**src/rtl/sdf_bf_stage1_if.sv**
```systemverilog
`default_nettype none
// ============================================================================
//  Module      : sdf_bf_stage1_if
//  Description : Bundle of the stage-1 SDF butterfly streaming signals.
//                master = environment side (drives samples and SR feedback),
//                slave  = butterfly side (drives SR input and results).
//  Signals     : in_valid, in_r/in_i      sample stream into the butterfly
//                from_sr_r/from_sr_i      feedback SR output
//                to_sr_r/to_sr_i          feedback SR input
//                out_valid, out_r/out_i   butterfly result stream
//                out_diff, out_idx        result kind and index within half
//                ovf, err                 saturation and abort pulses
//  Revision    : 1.0 - initial release
// ============================================================================
interface sdf_bf_stage1_if #(
  parameter int WIDTH = 9,
  parameter int HALF  = 16
);
  localparam int IDX_W = $clog2(HALF);

  logic             in_valid;
  logic [WIDTH-1:0] in_r;
  logic [WIDTH-1:0] in_i;
  logic [WIDTH-1:0] from_sr_r;
  logic [WIDTH-1:0] from_sr_i;
  logic [WIDTH-1:0] to_sr_r;
  logic [WIDTH-1:0] to_sr_i;
  logic             out_valid;
  logic [WIDTH-1:0] out_r;
  logic [WIDTH-1:0] out_i;
  logic             out_diff;
  logic [IDX_W-1:0] out_idx;
  logic             ovf;
  logic             err;

  modport master (
    output in_valid, in_r, in_i, from_sr_r, from_sr_i,
    input  to_sr_r, to_sr_i, out_valid, out_r, out_i, out_diff, out_idx, ovf, err
  );

  modport slave (
    input  in_valid, in_r, in_i, from_sr_r, from_sr_i,
    output to_sr_r, to_sr_i, out_valid, out_r, out_i, out_diff, out_idx, ovf, err
  );
endinterface
`default_nettype wire

```
**src/rtl/sdf_bf_stage1.sv**
```systemverilog
`default_nettype none
// ============================================================================
//  Module      : sdf_bf_stage1
//  Description : Stage-1 radix-2 DIF butterfly and controller of a 32-point
//                SDF FFT. The first half-frame is parked in an external
//                HALF-deep feedback SR; during the second half the module
//                emits saturated sums and pushes saturated differences back
//                into the SR, which are drained while the next frame fills.
//  Ports       : clk   - clock, rising edge
//                rst   - asynchronous reset, active low
//                bus   - sdf_bf_stage1_if.slave (samples in, SR loop, results)
//  Revision    : 1.0 - initial release
// ============================================================================
module sdf_bf_stage1 #(
  parameter int WIDTH = 9,
  parameter int HALF  = 16
) (
  input  logic            clk,
  input  logic            rst,
  sdf_bf_stage1_if.slave  bus
);

  localparam int CNT_W  = $clog2(2 * HALF);
  localparam int PEND_W = $clog2(HALF + 1);
  localparam int IDX_W  = $clog2(HALF);

  localparam logic [1:0] S_IDLE = 2'd0;
  localparam logic [1:0] S_FILL = 2'd1;
  localparam logic [1:0] S_BFLY = 2'd2;

  localparam logic [CNT_W-1:0]  CNT_FILL_LAST = CNT_W'(HALF - 1);
  localparam logic [CNT_W-1:0]  CNT_BFLY_LAST = CNT_W'(2 * HALF - 1);
  localparam logic [PEND_W-1:0] PEND_FULL     = PEND_W'(HALF);

  // Clamp a WIDTH+1 bit two's-complement value into WIDTH bits. The extra
  // bit disagreeing with the WIDTH-1 sign bit means the value is out of range;
  // the top bit then gives the direction of the clamp.
  function automatic logic [WIDTH-1:0] sat(input logic [WIDTH:0] v);
    if (v[WIDTH] != v[WIDTH-1]) sat = {v[WIDTH], {(WIDTH-1){~v[WIDTH]}}};
    else                        sat = v[WIDTH-1:0];
  endfunction

  function automatic logic clip(input logic [WIDTH:0] v);
    clip = v[WIDTH] ^ v[WIDTH-1];
  endfunction

  logic [1:0]        state_q, state_d;
  logic [CNT_W-1:0]  cnt_q, cnt_d;
  logic [PEND_W-1:0] pend_q, pend_d;

  logic              out_valid_q;
  logic [WIDTH-1:0]  out_r_q, out_i_q;
  logic              out_diff_q;
  logic [IDX_W-1:0]  out_idx_q;
  logic              ovf_q, err_q;

  logic              w_accept, w_abort, w_drain, w_bfly, w_clip;
  logic [WIDTH:0]    w_sum_r, w_sum_i, w_dif_r, w_dif_i;
  logic [WIDTH-1:0]  w_to_sr_r, w_to_sr_i;

  // from_sr carries x[n], the current input carries x[n+HALF].
  assign w_sum_r = {bus.from_sr_r[WIDTH-1], bus.from_sr_r} + {bus.in_r[WIDTH-1], bus.in_r};
  assign w_sum_i = {bus.from_sr_i[WIDTH-1], bus.from_sr_i} + {bus.in_i[WIDTH-1], bus.in_i};
  assign w_dif_r = {bus.from_sr_r[WIDTH-1], bus.from_sr_r} - {bus.in_r[WIDTH-1], bus.in_r};
  assign w_dif_i = {bus.from_sr_i[WIDTH-1], bus.from_sr_i} - {bus.in_i[WIDTH-1], bus.in_i};
  assign w_clip  = clip(w_sum_r) | clip(w_sum_i) | clip(w_dif_r) | clip(w_dif_i);

  // Frame sequencing. The last sample of a frame returns to IDLE, and IDLE
  // accepts a new cnt 0 in the very next cycle, so back-to-back frames flow
  // without a bubble.
  always_comb begin
    state_d  = state_q;
    cnt_d    = cnt_q;
    w_accept = 1'b0;
    w_abort  = 1'b0;
    unique case (state_q)
      S_IDLE: begin
        if (bus.in_valid) begin
          w_accept = 1'b1;
          cnt_d    = CNT_W'(1);
          state_d  = S_FILL;
        end
      end
      S_FILL: begin
        if (bus.in_valid) begin
          w_accept = 1'b1;
          cnt_d    = cnt_q + CNT_W'(1);
          if (cnt_q == CNT_FILL_LAST) state_d = S_BFLY;
        end else begin
          w_abort = 1'b1;
          cnt_d   = '0;
          state_d = S_IDLE;
        end
      end
      S_BFLY: begin
        if (bus.in_valid) begin
          w_accept = 1'b1;
          if (cnt_q == CNT_BFLY_LAST) begin
            cnt_d   = '0;
            state_d = S_IDLE;
          end else begin
            cnt_d = cnt_q + CNT_W'(1);
          end
        end else begin
          w_abort = 1'b1;
          cnt_d   = '0;
          state_d = S_IDLE;
        end
      end
      default: begin
        cnt_d   = '0;
        state_d = S_IDLE;
      end
    endcase
  end

  assign w_bfly  = w_accept && (state_q == S_BFLY);
  // Pending differences can only drain outside BFLY; FILL lasting exactly
  // HALF cycles guarantees the drain is finished before BFLY restarts.
  assign w_drain = (state_q != S_BFLY) && (pend_q != '0);

  always_comb begin
    pend_d = pend_q;
    if (w_bfly && cnt_q == CNT_BFLY_LAST) pend_d = PEND_FULL;
    else if (w_drain)                      pend_d = pend_q - PEND_W'(1);
    else if (w_abort && state_q == S_BFLY) pend_d = '0;
  end

  // SR input: raw samples while filling, differences during BFLY, zero
  // otherwise (including the whole time reset is held).
  always_comb begin
    w_to_sr_r = '0;
    w_to_sr_i = '0;
    if (rst && w_accept) begin
      if (state_q == S_BFLY) begin
        w_to_sr_r = sat(w_dif_r);
        w_to_sr_i = sat(w_dif_i);
      end else begin
        w_to_sr_r = bus.in_r;
        w_to_sr_i = bus.in_i;
      end
    end
  end

  always_ff @(posedge clk or negedge rst) begin
    if (!rst) begin
      state_q     <= S_IDLE;
      cnt_q       <= '0;
      pend_q      <= '0;
      out_valid_q <= 1'b0;
      out_r_q     <= '0;
      out_i_q     <= '0;
      out_diff_q  <= 1'b0;
      out_idx_q   <= '0;
      ovf_q       <= 1'b0;
      err_q       <= 1'b0;
    end else begin
      state_q     <= state_d;
      cnt_q       <= cnt_d;
      pend_q      <= pend_d;
      out_valid_q <= 1'b0;
      ovf_q       <= 1'b0;
      err_q       <= w_abort;
      if (w_bfly) begin
        out_valid_q <= 1'b1;
        out_r_q     <= sat(w_sum_r);
        out_i_q     <= sat(w_sum_i);
        out_diff_q  <= 1'b0;
        // In BFLY cnt runs HALF..2*HALF-1, so its low bits are n directly.
        out_idx_q   <= cnt_q[IDX_W-1:0];
        ovf_q       <= w_clip;
      end else if (w_drain) begin
        out_valid_q <= 1'b1;
        out_r_q     <= bus.from_sr_r;
        out_i_q     <= bus.from_sr_i;
        out_diff_q  <= 1'b1;
        out_idx_q   <= IDX_W'(PEND_FULL - pend_q);
      end
    end
  end

  assign bus.to_sr_r   = w_to_sr_r;
  assign bus.to_sr_i   = w_to_sr_i;
  assign bus.out_valid = out_valid_q;
  assign bus.out_r     = out_r_q;
  assign bus.out_i     = out_i_q;
  assign bus.out_diff  = out_diff_q;
  assign bus.out_idx   = out_idx_q;
  assign bus.ovf       = ovf_q;
  assign bus.err       = err_q;

endmodule
`default_nettype wire
```
**src/flat_wrapper.sv**
```systemverilog
// flat-port wrapper written by rule: the top's interface ports become plain ports
module sdf_bf_stage1_flat 
#(
  parameter int WIDTH = 9,
  parameter int HALF  = 16
)
  (clk, rst, bus_in_valid, bus_in_r, bus_in_i, bus_from_sr_r, bus_from_sr_i, bus_to_sr_r, bus_to_sr_i, bus_out_valid, bus_out_r, bus_out_i, bus_out_diff, bus_out_idx, bus_ovf, bus_err);
  sdf_bf_stage1_if #(.WIDTH(WIDTH), .HALF(HALF)) bus_i ();
  input  logic clk;
  input  logic rst;
  input wire logic [$bits(bus_i.in_valid)-1:0] bus_in_valid;
  input wire logic [$bits(bus_i.in_r)-1:0] bus_in_r;
  input wire logic [$bits(bus_i.in_i)-1:0] bus_in_i;
  input wire logic [$bits(bus_i.from_sr_r)-1:0] bus_from_sr_r;
  input wire logic [$bits(bus_i.from_sr_i)-1:0] bus_from_sr_i;
  output wire logic [$bits(bus_i.to_sr_r)-1:0] bus_to_sr_r;
  output wire logic [$bits(bus_i.to_sr_i)-1:0] bus_to_sr_i;
  output wire logic [$bits(bus_i.out_valid)-1:0] bus_out_valid;
  output wire logic [$bits(bus_i.out_r)-1:0] bus_out_r;
  output wire logic [$bits(bus_i.out_i)-1:0] bus_out_i;
  output wire logic [$bits(bus_i.out_diff)-1:0] bus_out_diff;
  output wire logic [$bits(bus_i.out_idx)-1:0] bus_out_idx;
  output wire logic [$bits(bus_i.ovf)-1:0] bus_ovf;
  output wire logic [$bits(bus_i.err)-1:0] bus_err;
  assign bus_i.in_valid = bus_in_valid;
  assign bus_i.in_r = bus_in_r;
  assign bus_i.in_i = bus_in_i;
  assign bus_i.from_sr_r = bus_from_sr_r;
  assign bus_i.from_sr_i = bus_from_sr_i;
  assign bus_to_sr_r = bus_i.to_sr_r;
  assign bus_to_sr_i = bus_i.to_sr_i;
  assign bus_out_valid = bus_i.out_valid;
  assign bus_out_r = bus_i.out_r;
  assign bus_out_i = bus_i.out_i;
  assign bus_out_diff = bus_i.out_diff;
  assign bus_out_idx = bus_i.out_idx;
  assign bus_ovf = bus_i.ovf;
  assign bus_err = bus_i.err;
  sdf_bf_stage1 #(.WIDTH(WIDTH), .HALF(HALF)) u_core (.clk(clk), .rst(rst), .bus(bus_i));
endmodule
```
**config.mk**
```make
export PLATFORM = sky130hd
export DESIGN_NAME = sdf_bf_stage1_flat
export DESIGN_NICKNAME = d
export VERILOG_FILES = /design/src/rtl/sdf_bf_stage1_if.sv /design/src/rtl/sdf_bf_stage1.sv /design/src/flat_wrapper.sv
export SDC_FILE = /design/constraint.sdc
export NUM_CORES = 1
export LEC_CHECK = 0
export CELL_PAD_IN_SITES_DETAIL_PLACEMENT = 1
export CELL_PAD_IN_SITES_GLOBAL_PLACEMENT = 1
export CORE_MARGIN = 4
export CORE_UTILIZATION = 42
export CTS_CLUSTER_DIAMETER = 80
export DETAILED_ROUTE_END_ITERATION = 12
export PLACE_DENSITY = 0.9
export RECOVER_POWER = 100
export SLEW_MARGIN = 20
export SYNTH_ARGS = -nofsm -noshare
export SYNTH_HDL_FRONTEND = slang
export SYNTH_SLANG_ARGS = --single-unit
```
**constraint.sdc**
```tcl
create_clock -name clk -period 9.3 [get_ports clk]
set_input_delay 1.86 -clock clk [delete_from_list [all_inputs] [get_ports clk]]
set_output_delay 1.86 -clock clk [all_outputs]
set_load 0.01 [all_outputs]
```
* Yosys cells after proc, flatten, opt, wreduce, memory -nomap -nowiden
Cells that the tools add are included.
** Cells by class
- Add/sub/neg operators :: 7
- $mul :: 0
- Divide/modulo/power cells :: 0
- $lt $le $gt $ge :: 0
- Equality and inequality tests :: 12
- Shift operators :: 0
- Mux-type cells :: 37
- Bitwise operators :: 11
- Reductions and logical operators :: 12
** Operator list (count)
- $mux 9 :: 12
- $mux 5 :: 7
- $add 9x9->10 :: 2
- $sub 9x9->10 :: 2
- $pmux 5 s3 :: 1
- $mux 2 :: 5
- $mux 1 :: 9
- $mux 4 :: 2
- $ne 3x2->1 const B :: 2
- $pmux 2 s3 :: 1
- $add 5x1->5 const B :: 1
- $eq 5x4->1 const B :: 1
- $eq 5x5->1 const B :: 1
- $logic_and 1x1->1 :: 5
- $reduce_bool 5->1 :: 1
- $sub 5x1->5 const B :: 1
- $ne 1x1->1 :: 4
- $ne 2x2->1 const B :: 2
- $not 1->1 :: 4
- $sub 1x4->4 const A :: 1
- $xor 1x1->1 :: 4
- $or 1x1->1 :: 3
- $reduce_and 3->1 :: 1
- $reduce_bool 3->1 :: 1
- other kinds (6) :: 6
** Storage, ports and cells
- Register bits after elaboration :: 38
- Bits in latches :: 0
- Bits in writable memories :: 0
- Memory bits (read-only) :: 0
- Bits of input ports :: 39
- Output and inout port bits :: 44
- Memories kept :: 0

* Longest topological paths before layout
- Depth after elaboration :: 7
- Gate-level depth with buffers :: 11

* Worst setup path before layout
OpenSTA, ideal clock, no wires.
- Path kind :: input to output
- From :: input bus_from_sr_r[0]
- To :: output bus_to_sr_r[1]
- Arrival time :: 3.958 ns
- Data required time :: 7.440 ns
- Slack :: 3.482 ns
- Cell stages on the path :: 11
- Path buffers :: 1
- Path through :: inv_1 > ha_1 > inv_1 > fa_1 > a211o_1 > a21oi_1 > a22oi_1 > xnor2_2 > buf_2 > o21ai_0 > a311oi_1
** On the way
- Longest elaborated chain between the ends :: 5
** Ends and longest elaborated chain
- start, declared :: line flat_wrapper.sv:14 : input wire logic [$bits(bus_i.from_sr_r)-1:0] bus_from_sr_r;
- $sub 9x9->10 * :: line sdf_bf_stage1.sv:64 : assign w_dif_r = {bus.from_sr_r[WIDTH-1], bus.from_sr_r} - {bus.in_r[WIDTH-1], bus.in_r};
- $ne 1x1->1 or $not 1->1 (tied branches) :: line sdf_bf_stage1.sv:39 : if (v[WIDTH] != v[WIDTH-1]) sat = {v[WIDTH], {(WIDTH-1){~v[WIDTH]}}};
- $mux 9 * :: line sdf_bf_stage1.sv:39
- $mux 9 * :: line sdf_bf_stage1.sv:135 : if (state_q == S_BFLY) begin
- $mux 9 * :: line sdf_bf_stage1.sv:134 : if (rst && w_accept) begin
- end, declared :: line flat_wrapper.sv:16 : output wire logic [$bits(bus_i.to_sr_r)-1:0] bus_to_sr_r;
Mark *: on every way between the ends. The rest lies on a longest branch, timed or not.

* Worst setup path after layout
- From :: input rst
- To :: output bus_to_sr_r[7]
** On the way
- Longest elaborated chain between the ends :: 2
** Ends and longest elaborated chain
- start, declared :: line flat_wrapper.sv:10 : input logic rst;
- $logic_and 1x1->1 :: line sdf_bf_stage1.sv:134
- $mux 9 :: line sdf_bf_stage1.sv:134
Every way passes these cells.

==> metrics.txt <==
hold path depth 2; CP Launch Type primary input; VDD IR-drop max 87.2 uV; Post-synth EDFFs 0; status finished, violations left; Yosys Warn Count 0; Yosys cell types 64; final setup vio count 0; cts-stage hold buffer count 0; I/O Pins 83; Worst R2R End u_core.bus.out_r[5]$_DFFE_PN0P_; CTS tree yes; WL/cell 18.6 um; Post-CTS Resized 0; Setup CP Type primary input to primary output; port bufs 82; Slew Viols, Final 40; Max Freq 132 MHz; Critical Path RT 7440 ps; floorplan core area 9330 um2; final WL 13100 um; vias in the first global route 4354; initial antenna violation count 0; crit end category primary output; Area Overhead vs Synth 24.1%; initial DRC count 174; Mapped Area 4080 um2; Worst Clk Skew 3.81 ps; end-of-flow core utilization 54.3%; Post-DRT Antenna Nets 0; First-pass DRT Iterations 4; Final TNS setup 0 ps; prevailing post-synth register cell dfrtp_1; Starting Density 43.7%; Hold Crit Class register to register; Rows 35; Critical R2R Launch u_core.state_q[0]$_DFFE_PN0P_; Hold WS 494 ps; Max FO, Critical Path 39; Num CTS Buffers 5; DR DRC count 0; H-tree Lvls 2; hold_sp u_core.bus.out_idx[3]$_DFFE_PN0P_; CTS clk-pin slew, worst paths 80 ps; Final #Nets 658; Root Driver clkbuf_8; worst path cell trace clkbuf_1, nand2_1, a311oi_1, dlygate4sd3_1; Arr. time, crit path 5710 ps; XOR/XNOR share of the synthesized area 5.55%; Post-Syn Area per Cell 8.08 um2; filler cell count 1155; clk_lat worst skew 300 ps; # clock sinks 38; Slew @ Worst Pin 2200 ps; post-synthesis sequential area ratio 23.3%; total power 0.000861 W; first-pass GRT wire length 21800 um; DIE AREA 11400 um2; leakage 2.21 nW; postcts setup bufs 0; Adder-Cell Fraction of Synth Area 15.7%; async set-reset flop share out of synthesis 100%; Final Hold Viols 0; Synth Area in Simple Gates 20.1%; multiplexer share of the synthesized area 3.68%; Max Cap Violations 1; Hold Crit Endpoint u_core.bus.out_idx[3]$_DFFE_PN0P_; Final GP Congestion 0.869; slowest stage delay, CP 1550 ps; largest family of logic cells by synthesized area compound AO/OA/AOI/OAI gates; R2R setup slack 6500 ps; period utilization 81.4%; largest net degree at the start of global routing 41; R2R cell count 6; #FFs+latches synth 38; layout cell share with drive strength beyond 1 4.20%; failing checks max-capacitance violations, max-slew violations; GR Overflow Total 0; n_diodes 0; clock buffer depth 2; GRT Util Overall 23.3%; die height 107 um; RSZ-0062 raised after global routing false; Mapped Nets 592; Synth Area in Compound Gates 24.8%; post-synthesis cell count 505; vias after detailed routing 4086; minimum clock period 7570 ps; power per cell area 170 nW/um2; DP Wirelength 10200 um; Vias/cell 5.83; Slew HR -46.8%; critical path's slowest cell clkbuf_1; Die W 107 um
layer usage:
metal	GRT usage (%)	part of all wire (%)	vias to the layer above
met5	0	0	-
met3	2.98	3.8	16
met2	42.1	51	107
met4	5.02	1.3	0
met1	29.6	44	2033
li1	-	-	1930
flip-flops by register name, indices dropped and copies added (netlist names):
signal                flops
u_core.bus.out_i          9
u_core.bus.out_r          9
u_core.cnt_q              5
u_core.pend_q             5
u_core.bus.out_idx        4
u_core.state_q            2
u_core.bus.err            1
u_core.bus.out_diff       1
u_core.bus.out_valid      1
u_core.bus.ovf            1
worst max-delay path by stage:
stage                      to  depth (start not counted)              from
2_1_floorplan  bus_to_sr_r[1]                         11  bus_from_sr_r[0]
3_3_place_gp   bus_to_sr_r[4]                         10       bus_in_r[4]
3_5_place_dp   bus_to_sr_r[5]                         12  bus_from_sr_r[0]
4_1_cts        bus_to_sr_r[1]                         12  bus_from_sr_r[0]
5_1_grt        bus_to_sr_r[7]                          4               rst
6_report       bus_to_sr_r[7]                          4               rst
cell usage after synthesis, drive strengths merged, types with 12 or more instances:
master   n  area [um2]
a211oi  13         108
a21oi   32         160
buf     15        85.1
dfrtp   38         951
ha      44         551
inv     43         161
mux2i   15         150
nand2   28         108
nor2    60         228
nor2b   12        75.1
nor3    18         101
o21ai   34         174
xnor2   16         148
worst max-delay path, delay by kind of cell:
| family | cells | cell delay (ps) |
|---|---|---|
| buf+inv | 2 | 2210 |
| simple gates | 1 | 1120 |
| compound gates | 1 | 500 |
layout make-up:
cell class | instances | area (um2) | share of cell area (%)
clock buffer | 5 | 68.8 | 1.36
clock inverter | 3 | 68.8 | 1.36
inverter | 43 | 161 | 3.19
multi-input combinational | 400 | 2830 | 55.9
sequential | 38 | 951 | 18.8
tap | 129 | 161 | 3.19
timing repair buffer | 83 | 822 | 16.2
report_power, final:
| group | internal, W | switching (W) | total (W) |
|---|---|---|---|
| clock network | 0.000108 | 0.0000667 | 0.000174 |
| registers | 0.000216 | 0.0000373 | 0.000253 |
| logic | 0.000194 | 0.000239 | 0.000433 |
| total | 0.000518 | 0.000343 | 0.000861 |
cell usage in the layout, fill, tap and decap left out, types with 18 or more instances in the layout:
cell,synthesis,routed
o21ai_0,28,29
nor3_1,17,18
inv_1,42,42
nand2_1,27,28
ha_1,44,44
dfrtp_1,38,38
dlygate4sd3_1,0,47
nor2_1,59,59
clkdlybuf4s50_1,0,34
a21oi_1,32,32
metrics by stage:
stage	worst slack [ps]	area, um2	cells
after floorplan	3480	4080	505
after global placement	2300	4940	693
after detailed placement	2110	4940	693
after CTS	2110	5080	701
after global routing	1170	5060	701
final	1730	5060	701
kinds of logic (layout without fill, tap and decap cells):
logic type      Yosys count  after routing
compound gates          146            146
simple gates            165            165
buf+inv                  67            134
fa+ha+maj                49             49
xor+xnor                 25             25
mux                      15             15
flops                    38             38
Power figures use the tool's default switching activity.
